==> config.mk <==
export PLATFORM = sky130hd
export DESIGN_NAME = iir_decimator
export DESIGN_NICKNAME = d
export VERILOG_FILES = /design/src/rtl/iir_pkg.sv /design/src/rtl/iir_decimator_if.sv /design/src/rtl/sync_fifo.sv /design/src/rtl/iir_decimator.sv
export SDC_FILE = /design/constraint.sdc
export NUM_CORES = 1
export LEC_CHECK = 0
export ABC_AREA = 1
export CAP_MARGIN = 20
export CORE_MARGIN = 10
export CORE_UTILIZATION = 45
export CTS_CLUSTER_SIZE = 8
export DETAILED_ROUTE_END_ITERATION = 10
export GPL_ROUTABILITY_DRIVEN = 1
export HOLD_SLACK_MARGIN = 0.05
export PLACE_DENSITY = 0.75
export SLEW_MARGIN = 20
export SYNTH_ARGS = -nofsm -noshare
export SYNTH_HDL_FRONTEND = slang
export SYNTH_SLANG_ARGS = --single-unit
==> constraint.sdc <==
create_clock -name clk -period 3.3 [get_ports clk]
set_clock_uncertainty 0.1 [all_clocks]
set_input_delay 0.495 -clock clk [delete_from_list [all_inputs] [get_ports clk]]
set_output_delay 0.495 -clock clk [all_outputs]
set_load 0.005 [all_outputs]
==> src/rtl/iir_pkg.sv <==
// Shared fixed-point constants and Q-format helpers for the IIR filter chain.
package iir_pkg;

  localparam int NDINT_DEF  = 3;
  localparam int NDFRAC_DEF = 22;
  localparam int NOUT_DEF   = 16;
  localparam int NDEPTH_DEF = 8;

  localparam int DIN_W_DEF  = NDINT_DEF + NDFRAC_DEF;

  function automatic int din_width(input int ndint, input int ndfrac);
    return ndint + ndfrac;
  endfunction

  // Bit position of the round-half-up constant, in input LSBs.
  function automatic int round_pos(input int ndfrac, input int nout);
    return ndfrac - nout;
  endfunction

  function automatic int drop_bits(input int ndfrac, input int nout);
    return ndfrac - (nout - 1);
  endfunction

  function automatic int cnt_width(input int depth);
    return $clog2(depth) + 1;
  endfunction

endpackage

==> src/rtl/iir_decimator_if.sv <==
// Valid/ready output stream carrying decimated Q1.(data_w-1) samples.
interface iir_decimator_if
  import iir_pkg::*;
#(
  parameter int data_w = NOUT_DEF
);

  logic              m_valid;
  logic              m_ready;
  logic [data_w-1:0] m_data;

  modport master (output m_valid, output m_data, input m_ready);
  modport slave  (input m_valid, input m_data, output m_ready);

endinterface

==> src/rtl/sync_fifo.sv <==
// Synchronous FIFO with combinational read port; writes to a full FIFO are
// dropped unless a read happens in the same cycle.
module sync_fifo
  import iir_pkg::*;
#(
  parameter int width = NOUT_DEF,
  parameter int depth = NDEPTH_DEF
) (
  input  logic             clk,
  input  logic             resetn,
  input  logic             wr_valid,
  input  logic [width-1:0] wr_data,
  output logic             wr_drop,
  iir_decimator_if.master  rd_bus
);

  localparam int AW = $clog2(depth);
  localparam int CW = cnt_width(depth);
  localparam logic [CW-1:0] FULL_CNT = CW'(depth);

  logic [width-1:0] mem_q [depth];
  logic [AW-1:0]    wr_ptr_q, wr_ptr_d;
  logic [AW-1:0]    rd_ptr_q, rd_ptr_d;
  logic [CW-1:0]    count_q, count_d;
  logic             full, empty, wr_en, rd_en;

  always_comb begin
    full     = (count_q == FULL_CNT);
    empty    = (count_q == '0);
    rd_en    = rd_bus.m_ready && !empty;
    wr_en    = wr_valid && (!full || rd_en);
    wr_drop  = wr_valid && full && !rd_en;
    wr_ptr_d = wr_en ? wr_ptr_q + AW'(1) : wr_ptr_q;
    rd_ptr_d = rd_en ? rd_ptr_q + AW'(1) : rd_ptr_q;
    count_d  = count_q;
    if (wr_en && !rd_en) begin
      count_d = count_q + CW'(1);
    end else if (rd_en && !wr_en) begin
      count_d = count_q - CW'(1);
    end
  end

  always_ff @(posedge clk or negedge resetn) begin
    if (!resetn) begin
      wr_ptr_q <= '0;
      rd_ptr_q <= '0;
      count_q  <= '0;
    end else begin
      wr_ptr_q <= wr_ptr_d;
      rd_ptr_q <= rd_ptr_d;
      count_q  <= count_d;
    end
  end

  // Storage needs no reset: the empty flag masks stale contents.
  always_ff @(posedge clk) begin
    if (wr_en) begin
      mem_q[wr_ptr_q] <= wr_data;
    end
  end

  assign rd_bus.m_valid = !empty;
  assign rd_bus.m_data  = empty ? '0 : mem_q[rd_ptr_q];

endmodule

==> src/rtl/iir_decimator.sv <==
// Decimates the IIR filter output stream by a runtime ratio, rounds and
// saturates each kept sample to Q1.(Nout-1) and buffers it for the consumer.
module iir_decimator
  import iir_pkg::*;
#(
  parameter int Ndint  = NDINT_DEF,
  parameter int Ndfrac = NDFRAC_DEF,
  parameter int Nout   = NOUT_DEF,
  parameter int Ndepth = NDEPTH_DEF
) (
  input  logic                    clk,
  input  logic                    resetn,
  input  logic                    dv_in,
  input  logic [Ndint+Ndfrac-1:0] d_in,
  input  logic [7:0]              decim,
  output logic                    m_valid,
  input  logic                    m_ready,
  output logic [Nout-1:0]         m_data,
  output logic                    ovf,
  input  logic                    clr_ovf
);

  localparam int DW    = din_width(Ndint, Ndfrac);
  localparam int RND   = round_pos(Ndfrac, Nout);
  localparam int SHIFT = drop_bits(Ndfrac, Nout);
  localparam int RW    = DW + 1 - SHIFT;

  localparam logic [DW:0]     RND_ADD = {{DW{1'b0}}, 1'b1} << RND;
  localparam logic [Nout-1:0] SAT_MAX = {1'b0, {(Nout-1){1'b1}}};
  localparam logic [Nout-1:0] SAT_MIN = {1'b1, {(Nout-1){1'b0}}};

  logic [7:0]      phase_q, phase_d;
  logic [7:0]      ratio_q, ratio_d;
  logic [7:0]      new_ratio;
  logic            select;
  logic            pipe_vld_q, pipe_vld_d;
  logic [Nout-1:0] pipe_data_q, pipe_data_d;
  logic            ovf_q, ovf_d;
  logic            fifo_drop;
  logic [DW:0]     sum;
  logic [RW-1:0]   rounded;
  logic [Nout-1:0] sat;

  iir_decimator_if #(.data_w(Nout)) m_bus ();

  // One guard bit above the sign keeps the round-half-up add from wrapping.
  always_comb begin
    sum     = {d_in[DW-1], d_in} + RND_ADD;
    rounded = RW'(sum >> SHIFT);
    if ((&rounded[RW-1:Nout-1]) || !(|rounded[RW-1:Nout-1])) begin
      sat = rounded[Nout-1:0];
    end else if (rounded[RW-1]) begin
      sat = SAT_MIN;
    end else begin
      sat = SAT_MAX;
    end
  end

  // The ratio is latched only on a kept sample, so mid-period changes
  // wait for the next wrap.
  always_comb begin
    phase_d   = phase_q;
    ratio_d   = ratio_q;
    select    = 1'b0;
    new_ratio = (decim == 8'd0) ? 8'd1 : decim;
    if (dv_in) begin
      if (phase_q == 8'd0) begin
        select  = 1'b1;
        ratio_d = new_ratio;
        phase_d = (new_ratio == 8'd1) ? 8'd0 : 8'd1;
      end else if (phase_q == ratio_q - 8'd1) begin
        phase_d = 8'd0;
      end else begin
        phase_d = phase_q + 8'd1;
      end
    end
    pipe_vld_d  = select;
    pipe_data_d = select ? sat : pipe_data_q;
    ovf_d       = ovf_q;
    if (clr_ovf) begin
      ovf_d = 1'b0;
    end
    if (fifo_drop) begin
      ovf_d = 1'b1;
    end
  end

  always_ff @(posedge clk or negedge resetn) begin
    if (!resetn) begin
      phase_q     <= 8'd0;
      ratio_q     <= 8'd1;
      pipe_vld_q  <= 1'b0;
      pipe_data_q <= '0;
      ovf_q       <= 1'b0;
    end else begin
      phase_q     <= phase_d;
      ratio_q     <= ratio_d;
      pipe_vld_q  <= pipe_vld_d;
      pipe_data_q <= pipe_data_d;
      ovf_q       <= ovf_d;
    end
  end

  sync_fifo #(
    .width (Nout),
    .depth (Ndepth)
  ) u_fifo (
    .clk      (clk),
    .resetn   (resetn),
    .wr_valid (pipe_vld_q),
    .wr_data  (pipe_data_q),
    .wr_drop  (fifo_drop),
    .rd_bus   (m_bus)
  );

  assign m_bus.m_ready = m_ready;
  assign m_valid       = m_bus.m_valid;
  assign m_data        = m_bus.m_data;
  assign ovf           = ovf_q;

endmodule

==> flow_metrics.env, run 1 <==
export IMPL_dp_cells=990
export IMPL_leakage_nw=3.393
export IMPL_hold_class="input port to asynchronous set/reset pin"
export IMPL_drt_first_pass_iters=5
export IMPL_timing_rr_start="u_fifo.count_q[0]$_DFFE_PN0P_"
export IMPL_place_hpwl_um=10180
export IMPL_end_kind="output port"
export IMPL_wire_per_inst_um=15.87
export IMPL_avgSynthCellArea_um2=10.73
export IMPL_seq_area_frac_synth=0.6331
export IMPL_gp_congestion=0.8154
export IMPL_instances_no_fill=1022
export IMPL_vias=5268
export IMPL_layout_commonest_cell="nor2_1"
export IMPL_dpl_cell_area_um2=8588
export IMPL_drc=0
export IMPL_cp_data_arrival_time_ns=2.51
export IMPL_cts_htree_levels=4
export IMPL_grt_pass1_vias=5210
export IMPL_ys_ff_latch=172
export IMPL_holdBufCountCts=0
export IMPL_nets=832
export IMPL_crit_required_ns=2.70
export IMPL_fin_area_um2=9166
export IMPL_portBuffers=49
export IMPL_clockBufferDepth=2
export IMPL_insertion_delay_ns=0.42
export IMPL_grt_max_degree=66
export IMPL_slew_viol_final=0
export IMPL_synth_warning_count=0
export IMPL_drive_above_1_share=0.1179
export IMPL_maxCapViolCount=0
export IMPL_grt_first_pass_wirelength_um=25940
export IMPL_die_h_um=151.8
export IMPL_fillers=1443
export IMPL_synth_nets=776
export IMPL_relSlewSlack=0.3541
export IMPL_final_setup_viol_count=0
export IMPL_grtUsageTotal=0.1427
export IMPL_ioPinCount=56
export IMPL_worst_setup_path_start_kind="flip-flop"
export IMPL_area_growth_pct=17.33
export IMPL_critPathKind="flip-flop to output port"
export IMPL_first_iter_violations=458
export IMPL_ir_drop_mv=0.3942
export IMPL_clock_sinks=172
export IMPL_die_area_um2=23030
export IMPL_via_per_inst=5.155
export IMPL_synth_cells=728
export IMPL_hold_viol_final=0
export IMPL_synthDistinctLibCells=40
export IMPL_fin_crit_sh=0.9419
export IMPL_netlist_area_um2=7812
export IMPL_outcome="finished, final reports clean"
export IMPL_cp_max_fo=33
export IMPL_cts_setup_buffers=0
export IMPL_final_util=0.5337
export IMPL_clock_fmax_ghz=0.3217
export IMPL_path_clk_slew_ns=0.06
export IMPL_final_cell_mix="148 x nor2_1, 128 x edfxtp_1, 92 x o21ai_0"
export IMPL_initial_core_util=0.4548
export IMPL_worstMarginPinSlew_ns=0.9689
export IMPL_routed_wl_um=16220
export IMPL_placementRows=48
export IMPL_power_density_nw_per_um2=882.3
export IMPL_antenna_found_initial=0
export IMPL_rsz0062_at_grt="no"
export IMPL_reg2regPathDepth=13
export IMPL_antennaDiodeCount=0
export IMPL_fp_dieW_um=151.8
export IMPL_reg2reg_to="u_fifo.count_q[3]$_DFFE_PN0P_"
export IMPL_ant_nets=0
export IMPL_fin_tns_setup_ns=0
export IMPL_design_core_area_um2=17180
export IMPL_fin_crit_ns=3.108
export IMPL_cts_tree="built"
export IMPL_ff2ff_setup_slack_ns=0.62
export IMPL_cts_buffers=17
export IMPL_clock_root_buffer="clkbuf_16"
export IMPL_cts_resized=0
export IMPL_gr_total_overflow=0
## per-layer routing
layer  share of wire  up-vias  track usage  routed length (um)
li1                -     2599            -                   -
met5               0        -            0                   0
met2            0.51      147       0.2454                8216
met1            0.43     2511       0.1727                6904
met3           0.058       11      0.03386                 940
met4          0.0096        0      0.04623                 155
## layout make-up
class                           instances  area [um^2]  area share
Sequential cell                       172         4947      0.5397
Multi-Input combinational cell        483         2552      0.2785
Timing Repair Buffer                   67        645.6     0.07043
Clock buffer                           20        436.7     0.04764
Tap cell                              225        281.5     0.03071
Inverter                               43        165.2     0.01802
Clock inverter                         12        137.6     0.01502
## registers in the layout, indices dropped and copies added, names as in the netlist
register and cells:
pipe_data_q 16, ratio_q 8, u_fifo.mem_q 128, pipe_vld_q 1, phase_q 8, ovf 1
u_fifo.count_q 4, u_fifo.rd_ptr_q 3, u_fifo.wr_ptr_q 3
## critical path: stages, from the launching register on
cell,delay [ns]
dfrtp_1,0.40
buf_4,0.39
o21ai_0,0.15
o22ai_1,0.20
o21ai_0,0.10
a31oi_1,0.28
clkdlybuf4s50_1,0.57
## logic make-up (layout without fill, tap and decap cells)
| family | Yosys count | in the layout | synth area share |
|---|---|---|---|
| buffers and inverters | 73 | 142 | 0.04020 |
| DFF | 172 | 172 | 0.6331 |
| xor gates and xnor gates | 38 | 38 | 0.04260 |
| adders and majority gates | 10 | 10 | 0.01698 |
| and+or+nand+nor | 288 | 288 | 0.1589 |
| AOI/OAI and AO/OA | 147 | 147 | 0.1083 |
## worst max-delay path by stage
stage	from	endpoint	slack [ns]	depth (start not counted)
floorplan	u_fifo.count_q[0]$_DFFE_PN0P_	u_fifo.count_q[3]$_DFFE_PN0P_	0.89	13
CTS	u_fifo.rd_ptr_q[1]$_DFFE_PN0N_	m_data[8]	0.13	7
global placement	m_ready	u_fifo.count_q[3]$_DFFE_PN0P_	0.34	12
finish	u_fifo.rd_ptr_q[1]$_DFFE_PN0N_	m_data[6]	0.19	6
detailed placement	m_ready	u_fifo.count_q[3]$_DFFE_PN0P_	0.33	12
global route	u_fifo.rd_ptr_q[1]$_DFFE_PN0N_	m_data[6]	0.07	6
## where the power goes
group / switching [W] / internal, W
clock network: 0.000818 / 0.00113
registers: 0.000415 / 0.00292
logic: 0.00160 / 0.00120
## synthesized netlist by cell type, drive strengths merged
cell type,instances,share of area
nand3,16,0.012
a22oi,1,0.00096
nand2,102,0.056
a211oi,1,0.00096
inv,42,0.020
xnor2,13,0.015
nor3b,1,0.00096
clkinv,1,0.00048
fa,1,0.0026
edfxtp,128,0.49
dfstp,1,0.0034
a21oi,17,0.017
and3,1,0.00080
nor2,154,0.078
clkbuf,26,0.012
a31oi,16,0.013
ha,9,0.014
o21ai,93,0.060
dfrtp,43,0.14
nor4,2,0.0024
buf,4,0.0070
o22ai,16,0.013
xor2,25,0.028
o21bai,2,0.0024
a41oi,1,0.0011
or2,2,0.0016
nor3,10,0.0070
## through the flow
stage	hold slack (ns)	setup slack, ns	total power [W]
2_1_floorplan	0.09941	0.8888	0.004990
5_1_grt	0.2017	0.07088	0.008611
3_3_place_gp	0.3738	0.3379	0.006090
3_5_place_dp	0.3805	0.3312	0.006190
6_report	0.1308	0.1919	0.008088
4_1_cts	0.1654	0.1251	0.008140
(Power assumes the default switching activity.)
==> inputs of run 2 (changes only) <==
Settings changed: SLEW_MARGIN 20 to not set.
==> results of run 2 <==
No change in the layout: final DEF, timing and power equal those of run 1.
==> RTL change: new RTL, config.mk and constraints of run 1 <==
Take the reset off `pipe_data_q` and load it in a clocked block of its own.
--- a/src/rtl/iir_decimator.sv
+++ b/src/rtl/iir_decimator.sv
@@ -90,15 +90,17 @@
       phase_q     <= 8'd0;
       ratio_q     <= 8'd1;
       pipe_vld_q  <= 1'b0;
-      pipe_data_q <= '0;
       ovf_q       <= 1'b0;
     end else begin
       phase_q     <= phase_d;
       ratio_q     <= ratio_d;
       pipe_vld_q  <= pipe_vld_d;
-      pipe_data_q <= pipe_data_d;
       ovf_q       <= ovf_d;
     end
+  end
+
+  always_ff @(posedge clk) begin
+    pipe_data_q <= pipe_data_d;
   end
 
   sync_fifo #(
Check against the original RTL: same outputs for any inputs over 4 cycles, from zero or initial values and one cycle with resetn low; that may be too few to reach the edited logic, so the function may still have changed.
==> RTL change against run 1 <==
Cell area is 0.22% higher. Wire length decreased by 1.3%. Non-clock buffer count rose by 2. Sequential cell count is the same. Total power fell by 3.9%. Synthesized cell count decreased by 1.9%. Worst setup slack worse by 0.031 ns. Synthesized area shrank 0.85%. Utilization is 1.6 points higher.
==> RTL change: results (changes against run 1) <==
* Status: finished, final reports clean
* GR Util met3 at 2.774% (-0.61 points)
* Slowest cell on crit path: clkdlybuf4s50_1
* Vias in the first global route at 5119 (-1.7%)
* Top cells by area, synth: edfxtp_1 (56%), dfrtp_1 (8.7%), nor2_1 (6.5%), o21ai_0 (5.8%), nand2_1 (5.0%)
* VDD IR max at 0.0004547 V (+15%)
* Commonest cells in the synthesized netlist: edfxtp_1 (144), nor2_1 (135), nand2_1 (104)
* Post-synth cell types at 39 (-2.5%)
* Met1 Usage GRT at 18.22% (+0.96 points)
* Worst setup path endpoint: m_data[13]
* First-pass GRT wire length at 25640 µm (-1.1%)
* HPWL after DPL at 10070 µm (-1.0%)
* Fillers at 1419 (-1.7%)
* Gpl congestion at 0.8311 (+1.9%)
* CP Max Fanout at 42 (+27%)
* TritonCTS Buffers at 17 (unchanged)
* Adder-Cell Fraction of Synth Area at 1.712% (+0.015 points)
* Pre-CTS WS at 0.2850 ns (-0.04621 ns)
* Synth Area in Compound Gates at 9.126% (-1.7 points)
* Final worst-path cycle share at 95.11% (+0.93 points)
* Xor and xnor area share after synthesis at 3.844% (-0.42 points)
* Leakage power at 3.444 nW (+1.5%)
* Async SR Flop Fraction at 16.28% (-9.3 points)
* Largest net degree at the start of global routing at 57 (-14%)
* Vias/cell at 5.224 (+1.4%)
* Setup crit start: u_fifo.rd_ptr_q[0]
* Global Route Usage Sum at 14.39% (+0.12 points)
* Met2 GRT Util at 23.56% (-0.99 points)
* First DRT Iteration DRCs at 514 (+12%)
* Reg2Reg Setup Slack at 0.55 ns (-0.07 ns)
* Final hold vios at 0 (unchanged)
* Syn_nets at 762 (-1.8%)
* Fraction of layout cells with a size suffix above 1 at 10.91% (-0.88 points)
* Number of flops mapped to enable cells by yosys at 144 (+13%)
* Worst rel slew slack at 63.79% (+28 points)
* Placed cell area at 8568 µm² (-0.23%)
==> RTL change: changes by cell type after synthesis, sizes merged, moves of 4 or more <==
cell and delta:
nand2 +16, nand3 +4, a21oi -15, xor2 -6
nor3 -5, nor2 -13, edfxtp +16, nand4 +6
dfrtp -16
==> RTL change: where the power goes <==
group          switching, W  internal, W  leakage (nW)
Combinational       0.00151      0.00115          1.50
Sequential         0.000303      0.00278          1.65
Clock              0.000931      0.00110         0.298
==> RTL change: routing by layer <==
metal  vias to the layer above  part of all wire (%)
met5                         -                     0
met4                         0                   1.5
met3                        17                   5.3
met2                       148                    49
met1                      2518                    44
li1                       2583                     -
==> RTL change: per-stage QoR <==
step                total power [W]  hold WS, ns  utilization, %  cells
finish                     0.007771       0.3455           55.00   1008
detailed placement         0.005788       0.3833           51.30    976
global route               0.008261       0.3920           55.00   1008
CTS                        0.007828       0.3487           54.96   1008
floorplan                  0.004633      0.09941               -    714
global placement           0.005712       0.3741           51.30    976
==> RTL change: worst min path at each step <==
stage                                  from                 to  slack (ns)  cells past startpoint
after floorplan                      resetn                ovf         0.1                      0
after global placement    u_fifo.count_q[3]  u_fifo.count_q[3]        0.37                      1
after detailed placement  u_fifo.count_q[3]  u_fifo.count_q[3]        0.38                      1
after CTS                            resetn         phase_q[1]        0.35                      2
after global routing                 resetn         phase_q[1]        0.39                      2
final                                resetn         phase_q[1]        0.35                      2
==> RTL change: cell families after synthesis <==
kind of cell / count (synthesis)
compound gates: 131
simple gates: 299
fa+ha+maj: 10
buf+inv: 68
xor+xnor: 34
flops: 172
==> RTL change: cell type report <==
type	instances	area, µm²	area share, %
Clock inverter	15	183.9	2.002
Timing Repair Buffer	69	673.1	7.328
Clock buffer	17	425.4	4.631
Inverter	41	153.9	1.675
Tap cell	220	275.3	2.996
Sequential cell	172	5029	54.74
Multi-Input combinational cell	474	2446	26.63
==> RTL change: repair_timing <==
action,CTS,global route
pin swaps,0,0
setup buffers,0,0
resized for setup,1,2
endpoints found under the hold margin,0,0
setup endpoints to repair,1,1
